--- src/rtl/pong_key_pkg.sv ---
`default_nettype none
// +----------------------------------------------------------------------+
// | pong_key_pkg                                                         |
// | Shared constants, state encoding and move helper for pong key sched. |
// | Revision: 1.0                                                        |
// +----------------------------------------------------------------------+
package pong_key_pkg;

  localparam logic [7:0] KEY_W     = 8'h77;
  localparam logic [7:0] KEY_W_UC  = 8'h57;
  localparam logic [7:0] KEY_S     = 8'h73;
  localparam logic [7:0] KEY_S_UC  = 8'h53;
  localparam logic [7:0] KEY_UP    = 8'h92;
  localparam logic [7:0] KEY_DN    = 8'h93;
  localparam logic [7:0] KEY_SPACE = 8'h20;
  localparam logic [7:0] KEY_ESC   = 8'h1B;

  localparam logic [1:0] MV_NONE = 2'b00;
  localparam logic [1:0] MV_UP   = 2'b01;
  localparam logic [1:0] MV_DN   = 2'b10;

  // Bit positions inside the one-hot key select / held-key vector
  localparam int KEY_NUM   = 6;
  localparam int K_P1_UP   = 0;
  localparam int K_P1_DN   = 1;
  localparam int K_P2_UP   = 2;
  localparam int K_P2_DN   = 3;
  localparam int K_SPACE   = 4;
  localparam int K_ESC     = 5;

  typedef enum logic [1:0] {
    ST_IDLE = 2'd0,
    ST_ACK  = 2'd1,
    ST_WAIT = 2'd2
  } hs_state_t;

  function automatic logic [1:0] move_of(input logic up, input logic dn, input logic pause);
    logic [1:0] mv;
    mv = MV_NONE;
    if (!pause) begin
      if (up && !dn) mv = MV_UP;
      else if (dn && !up) mv = MV_DN;
    end
    return mv;
  endfunction

endpackage
`default_nettype wire

--- src/rtl/pong_key_decode.sv ---
`default_nettype none
// +----------------------------------------------------------------------+
// | pong_key_decode                                                      |
// | Maps a translated key code to a one-hot game-key select.             |
// | Revision: 1.0                                                        |
// +----------------------------------------------------------------------+
module pong_key_decode
  import pong_key_pkg::*;
(
  input  logic [7:0]         code,
  output logic [KEY_NUM-1:0] key_sel,
  output logic               known
);

  always_comb begin
    key_sel = '0;
    case (code)
      KEY_W, KEY_W_UC: key_sel[K_P1_UP] = 1'b1;
      KEY_S, KEY_S_UC: key_sel[K_P1_DN] = 1'b1;
      KEY_UP:          key_sel[K_P2_UP] = 1'b1;
      KEY_DN:          key_sel[K_P2_DN] = 1'b1;
      KEY_SPACE:       key_sel[K_SPACE] = 1'b1;
      KEY_ESC:         key_sel[K_ESC]   = 1'b1;
      default:         key_sel          = '0;
    endcase
    known = |key_sel;
  end

endmodule
`default_nettype wire

--- src/rtl/pong_key_sched.sv ---
`default_nettype none
// +----------------------------------------------------------------------+
// | pong_key_sched                                                       |
// | Drains PS/2 key events, tracks held game keys, issues paddle moves.  |
// | Revision: 1.0                                                        |
// +----------------------------------------------------------------------+
module pong_key_sched
  import pong_key_pkg::*;
#(
  parameter int ERR_CNT_W = 8
) (
  input  logic                 clk,
  input  logic                 rst,
  input  logic                 data_ready,
  input  logic [7:0]           scancode,
  input  logic                 released,
  input  logic                 err_ind,
  output logic                 read,
  input  logic                 frame_tick,
  output logic [1:0]           p1_move,
  output logic [1:0]           p2_move,
  output logic                 start_pulse,
  output logic                 paused,
  output logic [ERR_CNT_W-1:0] err_cnt
);

  localparam logic [ERR_CNT_W-1:0] c_err_one = 1;

  hs_state_t r_state;
  hs_state_t w_state_nxt;
  logic      w_read;
  logic      w_ack;

  logic [7:0]           r_code;
  logic                 r_rel;
  logic                 r_err;
  logic [KEY_NUM-1:0]   r_held;
  logic [KEY_NUM-1:0]   w_sel;
  logic                 w_known;
  logic [ERR_CNT_W-1:0] r_err_cnt;
  logic                 r_start;
  logic                 r_paused;
  logic [1:0]           r_p1;
  logic [1:0]           r_p2;

  pong_key_decode u_decode (
    .code    (r_code),
    .key_sel (w_sel),
    .known   (w_known)
  );

  always_ff @(posedge clk or posedge rst) begin
    if (rst) r_state <= ST_IDLE;
    else     r_state <= w_state_nxt;
  end

  // WAIT is unconditional so a lagging data_ready cannot re-trigger the same event
  always_comb begin
    w_state_nxt = r_state;
    w_read      = 1'b0;
    case (r_state)
      ST_IDLE: if (data_ready) w_state_nxt = ST_ACK;
      ST_ACK: begin
        w_read      = 1'b1;
        w_state_nxt = ST_WAIT;
      end
      ST_WAIT: w_state_nxt = ST_IDLE;
      default: w_state_nxt = ST_IDLE;
    endcase
  end

  assign w_ack = (r_state == ST_ACK);

  always_ff @(posedge clk or posedge rst) begin
    if (rst) begin
      r_code <= '0;
      r_rel  <= 1'b0;
      r_err  <= 1'b0;
    end else if (r_state == ST_IDLE && data_ready) begin
      r_code <= scancode;
      r_rel  <= released;
      r_err  <= err_ind;
    end
  end

  // Start and pause only react to edges of the held bit, so typematic repeats are inert
  always_ff @(posedge clk or posedge rst) begin
    if (rst) begin
      r_held    <= '0;
      r_err_cnt <= '0;
      r_start   <= 1'b0;
      r_paused  <= 1'b0;
    end else begin
      r_start <= 1'b0;
      if (w_ack) begin
        if (r_err) begin
          if (r_err_cnt != '1) r_err_cnt <= r_err_cnt + c_err_one;
        end else if (w_known) begin
          if (r_rel) begin
            r_held <= r_held & ~w_sel;
          end else begin
            r_held  <= r_held | w_sel;
            r_start <= w_sel[K_SPACE] & ~r_held[K_SPACE];
            if (w_sel[K_ESC] && !r_held[K_ESC]) r_paused <= ~r_paused;
          end
        end
      end
    end
  end

  always_ff @(posedge clk or posedge rst) begin
    if (rst) begin
      r_p1 <= MV_NONE;
      r_p2 <= MV_NONE;
    end else if (frame_tick) begin
      r_p1 <= move_of(r_held[K_P1_UP], r_held[K_P1_DN], r_paused);
      r_p2 <= move_of(r_held[K_P2_UP], r_held[K_P2_DN], r_paused);
    end
  end

  assign read        = w_read;
  assign p1_move     = r_p1;
  assign p2_move     = r_p2;
  assign start_pulse = r_start;
  assign paused      = r_paused;
  assign err_cnt     = r_err_cnt;

endmodule
`default_nettype wire
--- config.mk ---
export PLATFORM = sky130hd
export DESIGN_NAME = pong_key_sched
export DESIGN_NICKNAME = d
export VERILOG_FILES = /design/src/rtl/pong_key_pkg.sv /design/src/rtl/pong_key_decode.sv /design/src/rtl/pong_key_sched.sv
export SDC_FILE = /design/constraint.sdc
export NUM_CORES = 1
export LEC_CHECK = 0
export ABC_AREA = 1
export CAP_MARGIN = 30
export CORE_ASPECT_RATIO = 1.5
export CORE_MARGIN = 5
export CORE_UTILIZATION = 47
export DETAILED_ROUTE_END_ITERATION = 6
export GPL_ROUTABILITY_DRIVEN = 0
export PLACE_DENSITY = 0.77
export SLEW_MARGIN = 40
export SYNTH_ARGS = -nofsm -noshare
export SYNTH_HDL_FRONTEND = slang
export SYNTH_HIERARCHICAL = 1
export SYNTH_SLANG_ARGS = --single-unit
export TNS_END_PERCENT = 30
--- constraint.sdc ---
create_clock -name clk -period 1.4 [get_ports clk]
set_clock_uncertainty 0.05 [all_clocks]
set_input_delay 0.42 -clock clk [delete_from_list [all_inputs] [get_ports clk]]
set_output_delay 0.42 -clock clk [all_outputs]
set_load 0.03 [all_outputs]
==> results.toml <==
[outcome]
outcome = "complete, but fails checks"
violations = "negative setup slack"

[finish]
drive_gt1_frac = 0.271
stdcell_count = 311
final_nets = 283
n_antenna_cell = 0
syn_to_final_growth_pct = 35.8
post-route-util = 0.658

[global_route]
antenna_found_initial = 0
grt_first_pass_wirelength_mm = 6.14
grt_use_total = 0.171
grt_max_degree = 33
grt_pass1_vias = 1484
gr-total-overflow = 0

[logic_synthesis]
synth_ff_type = "dfrtp_1"
async_flop_share = 1.00
synth_mux_area_frac = 0
synth_cell_types = 22
synth_compound_area_frac = 0.0582
synth_area_leaders = "dfrtp_1 (48%), nand2_1 (17%), inv_1 (8.4%)"
ys_seq_area_frac = 0.484
synthCells = 219
synth-seq-cells = 32
synth_warnings = 6
yosysTopAreaCell = "dfrtp_1"
yosysMostFrequentCell = "nand2_1"
synth-simple-area-share = 0.342
synth_top_cell_area_share = 0.484
synth-xor-area-share = 0.0106
syn-num-nets = 234
synth_top_family_by_area = "simple AND/OR/NAND/NOR gates"
synth_fa_ha_area_frac = 0.00756
synth_edf_count = 0
synth_area_per_cell_sq_um = 7.55
synth_common_cells = "nand2_1 (76), inv_1 (37), dfrtp_1 (32)"
synth_area_sq_um = 1650

[min_path]
hold_class = "flip-flop to flip-flop"

[floorplanning]
initial_core_util = 0.484
rows = 26
io_pins = 29
die_x_um = 58.4
die_y_um = 82.7
core_area_sq_um = 3420
dieArea_sq_um = 4830

[power_and_ir_drop]
cell_internal_pwr_w = 0.00187
seq_power_share = 0.429
combPwrFrac = 0.300
p_sw_frac = 0.338
leakage_nw = 1.10
switchingPower_w = 0.000956
power_per_cell_area_nw_per_um2 = 1260
clockPowerShare = 0.271
vdd_drop_max_v = 0.000838

[clock_tree]
clkLatencyLatePin_ns = 0.28
ctsHoldBuffers = 0
cts_buffers = 5
tritoncts = "done"
clockBufferDepth = 2
path_clk_slew_ns = 0.06
cts.sinks = 32
root_buffer = "clkbuf_8"
htree_levels = 2

[routing]
routed_wl_mm = 3.51
wl_per_cell_um = 11.3
drtAntennaViolNets = 0
drc = 0
drt_iter0_drc = 54
vias_per_cell = 4.71
vias = 1464
first_pass_iters = 4

[worst_setup_path]
worstPathRequired_ns = 1.56
worst_path_max_delay_cell = "dfrtp_1"
cp_max_fo = 4
crit_arrival_ns = 1.77
r2r_cells = 12
rrSetupSlack_ns = -0.21
max_stage_delay_ns = 0.40
start_kind = "flip-flop"
critical_path_class = "flip-flop to flip-flop"
cp_common_cell = "nand2_1"
r2r-start = "r_code[5]"
cp-end-kind = "flip-flop"
crit_path_start = "r_code[5]"
cp_cell_sequence = "inv_1 > nand2_1 > nor2_2 > nand2_1 > nand2_1 > nor2_1 > nand2_1 > buf_4 > nand3_4 > nor2_2 > nand2_1 > o21ai_1"

[sta]
hold_viol = 0
fmax_mhz = 620
maxSlewViolCount = 0
fin_crit_sh = 1.15
setup_violations = 10
tightest_slew_ns = 0.249
rsz0062_at_grt = "true"
slew_headroom = 0.833
period_needed_ns = 1.61
setup_ws_ns = -0.213

[placed_design]
dp_hpwl_mm = 2.60
io_buffers = 28
dp.cells = 299
dpl_worst_slack_ns = -0.201

[flow_run]
drv_cap = 0
[routing by layer]
metal / wire length [um] / global-route usage / up-vias / part of all wire
met5: 0 / 0 / - / 0
met4: 105 / 0.123 / 0 / 0.030
met3: 175 / 0.0467 / 8 / 0.050
met2: 1930 / 0.314 / 29 / 0.55
met1: 1300 / 0.160 / 663 / 0.37
li1: - / - / 764 / -
[per-stage QoR]
| stage | setup TNS, ns | hold WS, ns | total power (W) | cell area [sq um] |
|---|---|---|---|---|
| floorplan | -0.0896 | 0.362 | 0.00167 | 1660 |
| global placement | -0.936 | 0.394 | 0.00197 | 2040 |
| detailed placement | -1.43 | 0.405 | 0.00199 | 2040 |
| CTS | -1.28 | 0.413 | 0.00284 | 2200 |
| global route | -2.69 | 0.423 | 0.00301 | 2250 |
| finish | -1.58 | 0.414 | 0.00283 | 2250 |
[kinds of logic after synthesis]
logic type / count (synthesis)
compound gates: 15
xor+xnor: 2
fa+ha+maj: 1
buf+inv: 41
flops: 32
simple gates: 128
[timing repair]
action                     in CTS  in global routing
buffers inserted                3                  1
setup endpoints to repair      11                 14
cloned                          0                  0
pin swaps                       4                  3
resized for setup              14                 13
[layout make-up]
class / count / area [sq um]
tap: 42 / 52.6
clock buffer: 8 / 100
inverter: 40 / 150
sequential: 32 / 807
fill: 299 / 1170
timing repair buffer: 43 / 390
multi-input combinational: 146 / 746
[power groups by stage]
| stage | combinational, W | sequential, W | clock, W |
|---|---|---|---|
| after floorplan | 0.000378 | 0.00130 | 0 |
| after global placement | 0.000754 | 0.00121 | 0 |
| after detailed placement | 0.000774 | 0.00122 | 0 |
| after CTS | 0.000832 | 0.00121 | 0.000795 |
| after global routing | 0.000935 | 0.00124 | 0.000842 |
| final | 0.000848 | 0.00121 | 0.000768 |
[worst min path at each step]
stage,startpoint,cells past startpoint,to,slack [ns]
detailed placement,flip-flop,1,start_pulse,0.40
CTS,flip-flop,1,start_pulse,0.41
finish,flip-flop,1,start_pulse,0.41
global route,flip-flop,1,start_pulse,0.42
floorplan,flip-flop,1,start_pulse,0.36
global placement,flip-flop,1,start_pulse,0.39
[layout by cell type (no fill, tap or decap), types with 2 or more instances in the layout]
master           synthesis  layout
o21ai_2                  1       2
nand3_1                 10       9
nor2_4                   2       5
inv_1                   37      36
nor2_2                   7      10
nand4_1                  3       3
nor2_1                  20      14
nand2_2                  5       6
o21ai_0                  8       5
xnor2_1                  2       2
o21ai_1                  1       3
clkdlybuf4s50_1          0      13
buf_6                    1       6
nand2_1                 76      75
buf_4                    0      23
dfrtp_1                 32      27
dfrtp_2                  0       5
clkbuf_8                 0       7
o32ai_1                  4       4
inv_2                    3       4
[critical path: cells and delay by family (launching register included)]
family,cells,cell delay (ns)
simple gates,9,0.82
flops,1,0.40
buf+inv,2,0.19
compound gates,1,0.07
No activity file was read; power rests on OpenSTA's default activity.
